File: src/rtl/bit8_pkg.sv
// Shared types and constants for the bit8 serial-to-parallel expander.
// Holds the FSM state type and the default output width.
package bit8_pkg;

  typedef enum logic {
    COLLECT = 1'b0,
    STALL   = 1'b1
  } state_t;

  localparam int DESER_WIDTH = 8;

endpackage

File: src/rtl/shift_in8.sv
// Position register: writes one bit at slot cnt per enable, LSB first.
// Holds the partial word and the wrapping bit counter.
module shift_in8
  import bit8_pkg::*;
#(
  parameter int WIDTH = DESER_WIDTH
) (
  input  logic                     clk,
  input  logic                     rst_n,
  input  logic                     clr,
  input  logic                     we,
  input  logic                     din,
  output logic [WIDTH-1:0]         word,
  output logic [$clog2(WIDTH)-1:0] cnt
);

  localparam int CW = $clog2(WIDTH);
  localparam logic [CW-1:0] LAST = CW'(WIDTH - 1);

  // store bit at slot cnt, advance cnt and wrap after the last slot
  always_ff @(posedge clk or negedge rst_n) begin
    if (!rst_n) begin
      word <= '0;
      cnt  <= '0;
    end else if (clr) begin
      word <= '0;
      cnt  <= '0;
    end else if (we) begin
      word[cnt] <= din;
      cnt <= (cnt == LAST) ? '0 : cnt + 1'b1;
    end
  end

endmodule

File: src/rtl/bit8_deser.sv
// 1-to-WIDTH serial deserializer with registered valid/ready output.
// Optional out_nz flag enabled by defining DESER_NZ_FLAG_EN.
module bit8_deser
  import bit8_pkg::*;
#(
  parameter int WIDTH = DESER_WIDTH
) (
  input  logic             clk,
  input  logic             rst_n,
  input  logic             clear,
  input  logic             in_bit,
  input  logic             in_valid,
  output logic             in_ready,
  output logic [WIDTH-1:0] out_word,
  output logic             out_valid,
`ifdef DESER_NZ_FLAG_EN
  output logic             out_nz,
`endif
  input  logic             out_ready
);

  localparam int CW = $clog2(WIDTH);
  localparam logic [CW-1:0] LAST = CW'(WIDTH - 1);

  state_t           state;
  state_t           nxt;
  logic [WIDTH-1:0] sh_word;
  logic [CW-1:0]    cnt;
  logic             we;
  logic             ld;
  logic [WIDTH-1:0] ld_word;

  shift_in8 #(
    .WIDTH (WIDTH)
  ) u_shift (
    .clk   (clk),
    .rst_n (rst_n),
    .clr   (clear),
    .we    (we),
    .din   (in_bit),
    .word  (sh_word),
    .cnt   (cnt)
  );

  // state register
  always_ff @(posedge clk or negedge rst_n) begin
    if (!rst_n) state <= COLLECT;
    else        state <= nxt;
  end

  // next state, accept enable and output-load decode
  always_comb begin
    nxt      = state;
    in_ready = (state == COLLECT);
    we       = 1'b0;
    ld       = 1'b0;
    ld_word  = sh_word;
    unique case (1'b1)
      (state == COLLECT): begin
        we = in_valid;
        if (in_valid && cnt == LAST) begin
          if (!out_valid || out_ready) begin
            ld      = 1'b1;
            ld_word = {in_bit, sh_word[WIDTH-2:0]};
          end else begin
            nxt = STALL;
          end
        end
      end
      (state == STALL): begin
        if (out_ready) begin
          ld  = 1'b1;
          nxt = COLLECT;
        end
      end
      default: ;
    endcase
    if (clear) begin
      nxt = COLLECT;
      we  = 1'b0;
      ld  = 1'b0;
    end
  end

  // output register: load a finished word or drop valid on transfer
  always_ff @(posedge clk or negedge rst_n) begin
    if (!rst_n) begin
      out_word  <= '0;
      out_valid <= 1'b0;
    end else if (clear) begin
      out_word  <= '0;
      out_valid <= 1'b0;
    end else if (ld) begin
      out_word  <= ld_word;
      out_valid <= 1'b1;
    end else if (out_valid && out_ready) begin
      out_valid <= 1'b0;
    end
  end

`ifdef DESER_NZ_FLAG_EN
  // nonzero flag tracks whichever word was last loaded
  always_ff @(posedge clk or negedge rst_n) begin
    if (!rst_n)     out_nz <= 1'b0;
    else if (clear) out_nz <= 1'b0;
    else if (ld)    out_nz <= |ld_word;
  end
`endif

endmodule

File: config.mk
export PLATFORM = sky130hd
export DESIGN_NAME = bit8_deser
export DESIGN_NICKNAME = d
export VERILOG_FILES = /design/src/rtl/bit8_pkg.sv /design/src/rtl/shift_in8.sv /design/src/rtl/bit8_deser.sv
export SDC_FILE = /design/constraint.sdc
export NUM_CORES = 1
export LEC_CHECK = 0
export CORE_MARGIN = 2
export CORE_UTILIZATION = 30
export CTS_BUF_LIST = sky130_fd_sc_hd__clkbuf_4 sky130_fd_sc_hd__clkbuf_8
export DETAILED_ROUTE_END_ITERATION = 8
export GPL_TIMING_DRIVEN = 0
export MAX_ROUTING_LAYER = met4
export REMOVE_ABC_BUFFERS = 1
export SYNTH_ARGS = -nofsm -noshare
export SYNTH_HDL_FRONTEND = slang
export SYNTH_HIERARCHICAL = 1
export SYNTH_SLANG_ARGS = --single-unit
export TNS_END_PERCENT = 20
File: constraint.sdc
create_clock -name clk -period 1.35 [get_ports clk]
set_clock_uncertainty 0.05 [all_clocks]
set_input_delay 0.135 -clock clk [delete_from_list [all_inputs] [get_ports clk]]
set_output_delay 0.135 -clock clk [all_outputs]
set_load 0.01 [all_outputs]
==> impl_metrics.csv, run 1 <==
group,metric,value,unit
clocking,clkTransAtPathRegs,0.12,ns
finish,final_cells,154,
place,post-dp-hpwl,1230,um
synthesis,netlist_top_cells_area,"dfrtp_1 (51%), mux2i_1 (8.7%), a22o_1 (6.8%), nand2b_1 (6.6%), nand4b_1 (2.5%)",
floorplanning,rows,21,
power,irDropWorstVdd,0.000259,V
grt,grt_overflow,0,
timing,rsz0062_at_grt,"yes",
clocking,clockBufferDepth,2,
finish,diodes,0,
synthesis,yosysTopAreaCell,"dfrtp_1",
floorplanning,num_io_pins,16,
timing,hold_violations,0,
timing,finalWorstSetupSlack,-0.0960,ns
floorplanning,die_h,62.8,um
floorplanning,die_area,3940,um^2
grt,grt.total_usage,11.9,%
clocking,cts_max_level,1,
grt,grt_pass1_wl,3480,um
finish,drive_above_1_share,29.6,%
grt,grt_pass1_vias,716,
job,maxCapViolCount,0,
finish,fin_area,1370,um^2
timing,slew_headroom,36.3,%
timing,setup_violations,18,
synthesis,ys_ff_latch,21,
synthesis,avgSynthCellArea,12.5,um^2
power,pwr_density_cell,777,nW/um^2
place,port_buffers,15,
synthesis,yosysWarnings,6,
outcome,status,"complete, but fails checks",
clocking,insertion_delay,0.30,ns
worst_setup_path,required,1.55,ns
place,dp.cells,138,
route,drtAntennaViolNets,0,
place,gp_congestion,0.685,
clocking,cts_num_sinks,21,
clocking,cts_root_buffer,"clkbuf_4",
clocking,cts_tree,"done",
worst_setup_path,cpMaxStageDelayCell,"dfrtp_2",
grt,grt_max_degree,22,
route,vias,739,
floorplanning,initial_core_util,31.1,%
route,drc,0,
power,total_power,1070,uW
route,via_per_inst,4.80,
power,p_leak,0.000673,uW
route,drt_iter0_markers,18,
floorplanning,die_w,62.8,um
timing,tightest_slew,0.953,ns
route,wl,1990,um
clocking,cts.hold.buffers_added,0,
synthesis,synth_cell_types,28,
synthesis,syn_inst,83,
route,routedWlPerCell,12.9,um
place,dpl_cell_area,1210,um^2
route,first_pass_iters,4,
worst_setup_path,crit_path_start_kind,"flop",
grt,antenna_found_initial,0,
outcome,violations,"negative setup slack",
synthesis,mappedNetlistArea,1040,um^2
timing,drv_slew,0,
clocking,cts_made_buffers,3,
finish,fin_nets,117,
worst_hold_path,hold_class,"input pin to async pin",
worst_setup_path,crit_type,"flop to flop",
worst_setup_path,cp_max_fo,8,
worst_setup_path,crit_chain,"and4_4 -> o22ai_4 -> nor2b_4 -> a22o_1",
floorplanning,core,3340,um^2
timing,tns,-1.41,ns
worst_setup_path,cp.arrival,1.64,ns
timing,fin_crit_sh,107,%
timing,fin_crit,1.45,ns
timing,max_freq,692,MHz
finish,syn2layout_area_growth,32.3,%
finish,utilization,41.1,%
worst_setup_path,cp-end-kind,"flop",
worst_setup_path,max_stage_delay,0.46,ns
synthesis,synth.top_cell.area_share,50.7,%
synthesis,yosysSeqAreaShare,50.7,%
==> cells by family (layout without fill, tap and decap cells) <==
family	Yosys count	after routing	share of synthesized area, %
compound gates	12	12	9.65
xor+xnor	1	1	0.845
fa+ha+maj	2	2	2.41
buf+inv	7	32	4.10
flops	21	21	50.7
mux	10	10	10.1
simple gates	30	30	22.2
==> worst max-delay path, delay by kind of cell (launching register included) <==
family,cells,cell delay [ns]
and+or+nand+nor,2,0.50
AOI/OAI and AO/OA,2,0.38
DFF,1,0.46
==> metal layers <==
metal	vias to the layer above	global-route usage (%)	share of wire, %
met4	0	6.67	1.2
met1	369	14.1	49
met3	2	3.06	2.9
met5	-	-	0
met2	12	18.4	47
li1	356	-	-
==> flip-flops by register name, indices dropped and copies added, names as in the netlist <==
| signal | flops |
|---|---|
| out_word | 8 |
| u_shift/word | 8 |
| u_shift/cnt | 3 |
| out_valid | 1 |
| state | 1 |
==> cell usage in the layout (no fill, tap or decap) <==
cell / instances
a21o_1: 1
a21oi_1: 2
a22o_1: 8
and4_4: 1
and4bb_1: 2
and4bb_2: 1
buf_4: 9
buf_6: 3
clkbuf_4: 3
clkdlybuf4s15_1: 1
clkdlybuf4s50_1: 4
clkinv_2: 1
dfrtp_1: 17
dfrtp_2: 4
dlygate4sd2_1: 10
ha_1: 1
ha_2: 1
inv_1: 1
mux2_4: 1
mux2i_1: 9
nand2b_1: 11
nand3_2: 1
nand3b_1: 1
nand4_1: 1
nand4b_1: 3
nor2_1: 3
nor2_2: 1
nor2_4: 1
nor2b_4: 1
nor3_1: 1
nor3b_4: 1
nor4b_4: 1
o22ai_4: 1
xnor2_2: 1
==> stage by stage <==
| step | setup WS, ns | hold slack, ns |
|---|---|---|
| CTS | -0.157 | 0.325 |
| global route | -0.154 | 0.365 |
| global placement | -1.37 | 0.426 |
| floorplan | -0.472 | -0.211 |
| finish | -0.0960 | 0.296 |
| detailed placement | -1.46 | 0.432 |
==> area by class of cell <==
class / count / area [um^2]
Tap cell: 46 / 57.6
Clock buffer: 3 / 22.5
Timing Repair Buffer: 27 / 239
Sequential cell: 21 / 531
Clock inverter: 1 / 5.00
Fill cell: 331 / 1960
Inverter: 1 / 3.75
Multi-Input combinational cell: 55 / 514
==> timing repair <==
action / CTS / global route
setup buffers: 5 / 7
gates resized for setup: 22 / 5
endpoints found under the setup margin: 30 / 21
endpoints found under the hold margin: 0 / 0
pin swaps: 4 / 7
==> final timing paths <==
check	from	to	slack [ns]	cells past startpoint
max in group asynchronous	rst_n	u_shift/cnt[0]	0.32	1
max	u_shift/cnt[0]	out_word[4]	-0.1	4
min	rst_n	out_word[7]	0.30	1
max reg2reg	u_shift/cnt[0]	out_word[4]	-0.1	4
min reg2reg	u_shift/word[5]	out_word[5]	0.46	1
min in group clk	u_shift/word[5]	out_word[5]	0.46	1
==> report_power, final <==
part	switching, uW	leakage, uW	internal (uW)
clock network	193	0.0000177	110
logic	59.2	0.000370	62.2
registers	6.87	0.000286	636
==> synth_stat cells <==
library cell,instances
nor3_1,1
a21oi_1,2
mux2i_1,9
o22ai_2,1
nor4b_2,1
buf_2,1
a21o_1,1
dfrtp_1,21
nor2_2,1
and4bb_2,1
nand3_2,1
nor2_1,4
clkbuf_1,2
mux2_4,1
nand4_1,1
and4_4,1
nor3b_1,1
nand3b_1,1
inv_1,1
ha_1,2
a22o_1,8
nor2b_4,1
nand4b_1,3
nand2b_1,11
buf_4,2
and4bb_1,2
buf_6,1
xnor2_1,1
Note: power is estimated with default switching activity, not from simulation.
==> run 2, diff against run 1 <==
--- a/config.mk
+++ b/config.mk
@@ -5,12 +5,14 @@
 export SDC_FILE = /design/constraint.sdc
 export NUM_CORES = 1
 export LEC_CHECK = 0
+export CELL_PAD_IN_SITES_DETAIL_PLACEMENT = 1
+export CELL_PAD_IN_SITES_GLOBAL_PLACEMENT = 2
 export CORE_MARGIN = 2
 export CORE_UTILIZATION = 30
 export CTS_BUF_LIST = sky130_fd_sc_hd__clkbuf_4 sky130_fd_sc_hd__clkbuf_8
 export DETAILED_ROUTE_END_ITERATION = 8
-export GPL_TIMING_DRIVEN = 0
 export MAX_ROUTING_LAYER = met4
+export PLACE_DENSITY_LB_ADDON = 0.1
 export REMOVE_ABC_BUFFERS = 1
 export SYNTH_ARGS = -nofsm -noshare
 export SYNTH_HDL_FRONTEND = slang
==> run 2 against run 1 <==
The run still ends with negative setup slack left; total power about the same; sequential share of layout area decreased by 0.36 points; via count increased by 0.14%; register-to-register slack about the same; critical path depth increased by 1; critical path type unchanged; largest power group unchanged.
==> impl_metrics.csv, run 2 (same netlist as run 1, synthesis figures left out) <==
group,metric,value,unit
worst_setup_path,cp_max_fo,8,
job,maxCapViolCount,0,
timing,tightest_slew,0.278,ns
power,p_leak,0.000695,uW
outcome,violations,"negative setup slack",
clocking,cts_tree,"done",
finish,fill_cells,374,
floorplanning,die_w,62.8,um
clocking,clkTransAtPathRegs,0.12,ns
route,drtAntennaViolNets,0,
timing,finalWorstSetupSlack,-0.111,ns
grt,grt_pass1_wl,4000,um
power,total_power,1070,uW
floorplanning,die_area,3940,um^2
place,dpl_cell_area,1310,um^2
grt,grt_max_degree,22,
power,pwr_density_cell,777,nW/um^2
timing,hold_violations,0,
timing,fin_crit_sh,108,%
route,highest_layer,"met4",
route,wl,2230,um
worst_setup_path,cp.arrival,1.64,ns
timing,setup_violations,15,
floorplanning,num_io_pins,16,
finish,mostFrequentLayoutCell,"dfrtp_1",
route,wl_met2,1080,um
worst_setup_path,required,1.53,ns
route,drc,0,
floorplanning,die_h,62.8,um
finish,diodes,0,
place,port_buffers,15,
timing,drv_slew,0,
route,wl_met3,60,um
finish,utilization,41.1,%
route,m1WireLength,1060,um
finish,drive_above_1_share,29.5,%
floorplanning,rows,21,
grt,antenna_found_initial,0,
route,vias,740,
outcome,status,"complete, but fails checks",
route,drt_iter0_markers,17,
clocking,cts_num_sinks,21,
power,irDropWorstVdd,0.000296,V
route,routedWlPerCell,14.1,um
finish,fin_area,1370,um^2
finish,syn2layout_area_growth,32.3,%
clocking,clockBufferDepth,2,
place,gp_congestion,0.636,
clocking,insertion_delay,0.31,ns
clocking,cts_root_buffer,"clkbuf_4",
finish,most-common-layout-cells,"dfrtp_1 (21), buf_4 (15), nand2b_1 (11)",
worst_setup_path,cp-end-kind,"flop",
worst_hold_path,hold_class,"input pin to async pin",
route,first_pass_iters,5,
grt,grt_pass1_vias,775,
clocking,cts_made_buffers,3,
route,via_per_inst,4.68,
finish,final_cells,158,
finish,reg_top3,"out_word: 8 flops, u_shift/word: 8 flops, u_shift/cnt: 3 flops",
finish,multi_input_area,500,um^2
timing,slew_headroom,81.5,%
worst_setup_path,crit_path_start_kind,"flop",
clocking,cts_max_level,1,
worst_setup_path,crit_type,"flop to flop",
grt,grt.total_usage,13.6,%
finish,regArea,526,um^2
timing,max_freq,684,MHz
place,post-dp-hpwl,1610,um
place,pre_cts_ws,-0.318,ns
timing,fin_crit,1.46,ns
grt,grt_overflow,0,
place,dp.cells,152,
floorplanning,initial_core_util,31.1,%
timing,rsz0062_at_grt,"yes",
floorplanning,core,3340,um^2
clocking,cts.hold.buffers_added,0,
finish,fin_nets,121,
==> run 2: cell types whose count changed in the layout (fill, tap and decap cells not counted), moves of 2 or more <==
cell | before | now
buf_4 | 9 | 15
buf_6 | 3 | 1
dfrtp_1 | 17 | 21
dfrtp_2 | 4 | 0
==> run 2: routing by layer <==
layer | global-route usage, % | vias up
li1 | - | 356
met1 | 16.7 | 369
met2 | 22.2 | 11
met3 | 2.88 | 4
met4 | 5.00 | 0
met5 | - | -
==> run 2: cell type report <==
class	count	share of cell area, %
clock buffers	3	1.64
clock inverters	1	0.365
inverters	1	0.273
multi-input cells	55	36.5
flip-flops and latches	21	38.3
well taps	46	4.19
repair buffers	31	18.8
==> run 2: worst max-delay path, stage by stage, from the launching register on <==
cell and delay, ns:
dfrtp_1 0.41, buf_6 0.13, nor3b_2 0.17, buf_4 0.18
and4bb_2 0.25, mux2i_2 0.21
==> run 2: repair_timing <==
| item | 4_1_cts | 5_1_grt |
|---|---|---|
| buffers inserted | 2 | 0 |
| cloned | 0 | 0 |
| gates resized for setup | 18 | 2 |
| pin swaps | 8 | 8 |
| setup endpoints to repair | 27 | 19 |
==> run 2: power breakdown <==
group / internal [uW] / switching (uW)
Sequential: 635 / 4.28
Clock: 111 / 201
Combinational: 56.8 / 58.7
Total: 802 / 264
==> run 2: worst paths after layout <==
path,start,end,slack (ns),cells after the start
worst max-delay path,state,u_shift/word[2],-0.11,5
worst min-delay path,rst_n,u_shift/word[6],0.11,2
worst max register to register,state,u_shift/word[2],-0.11,5
worst min register to register,u_shift/word[3],out_word[3],0.46,1
max in group asynchronous,rst_n,u_shift/cnt[1],0.92,2
min in group clk,out_ready,state,0.45,3
==> run 2: through the flow <==
stage / TNS [ns] / hold slack [ns]
6_report: -0.581 / 0.106
4_1_cts: -0.842 / 0.113
5_1_grt: -2.02 / 0.131
2_1_floorplan: -3.83 / -0.211
3_5_place_dp: -4.87 / 0.434
3_3_place_gp: -4.19 / 0.427
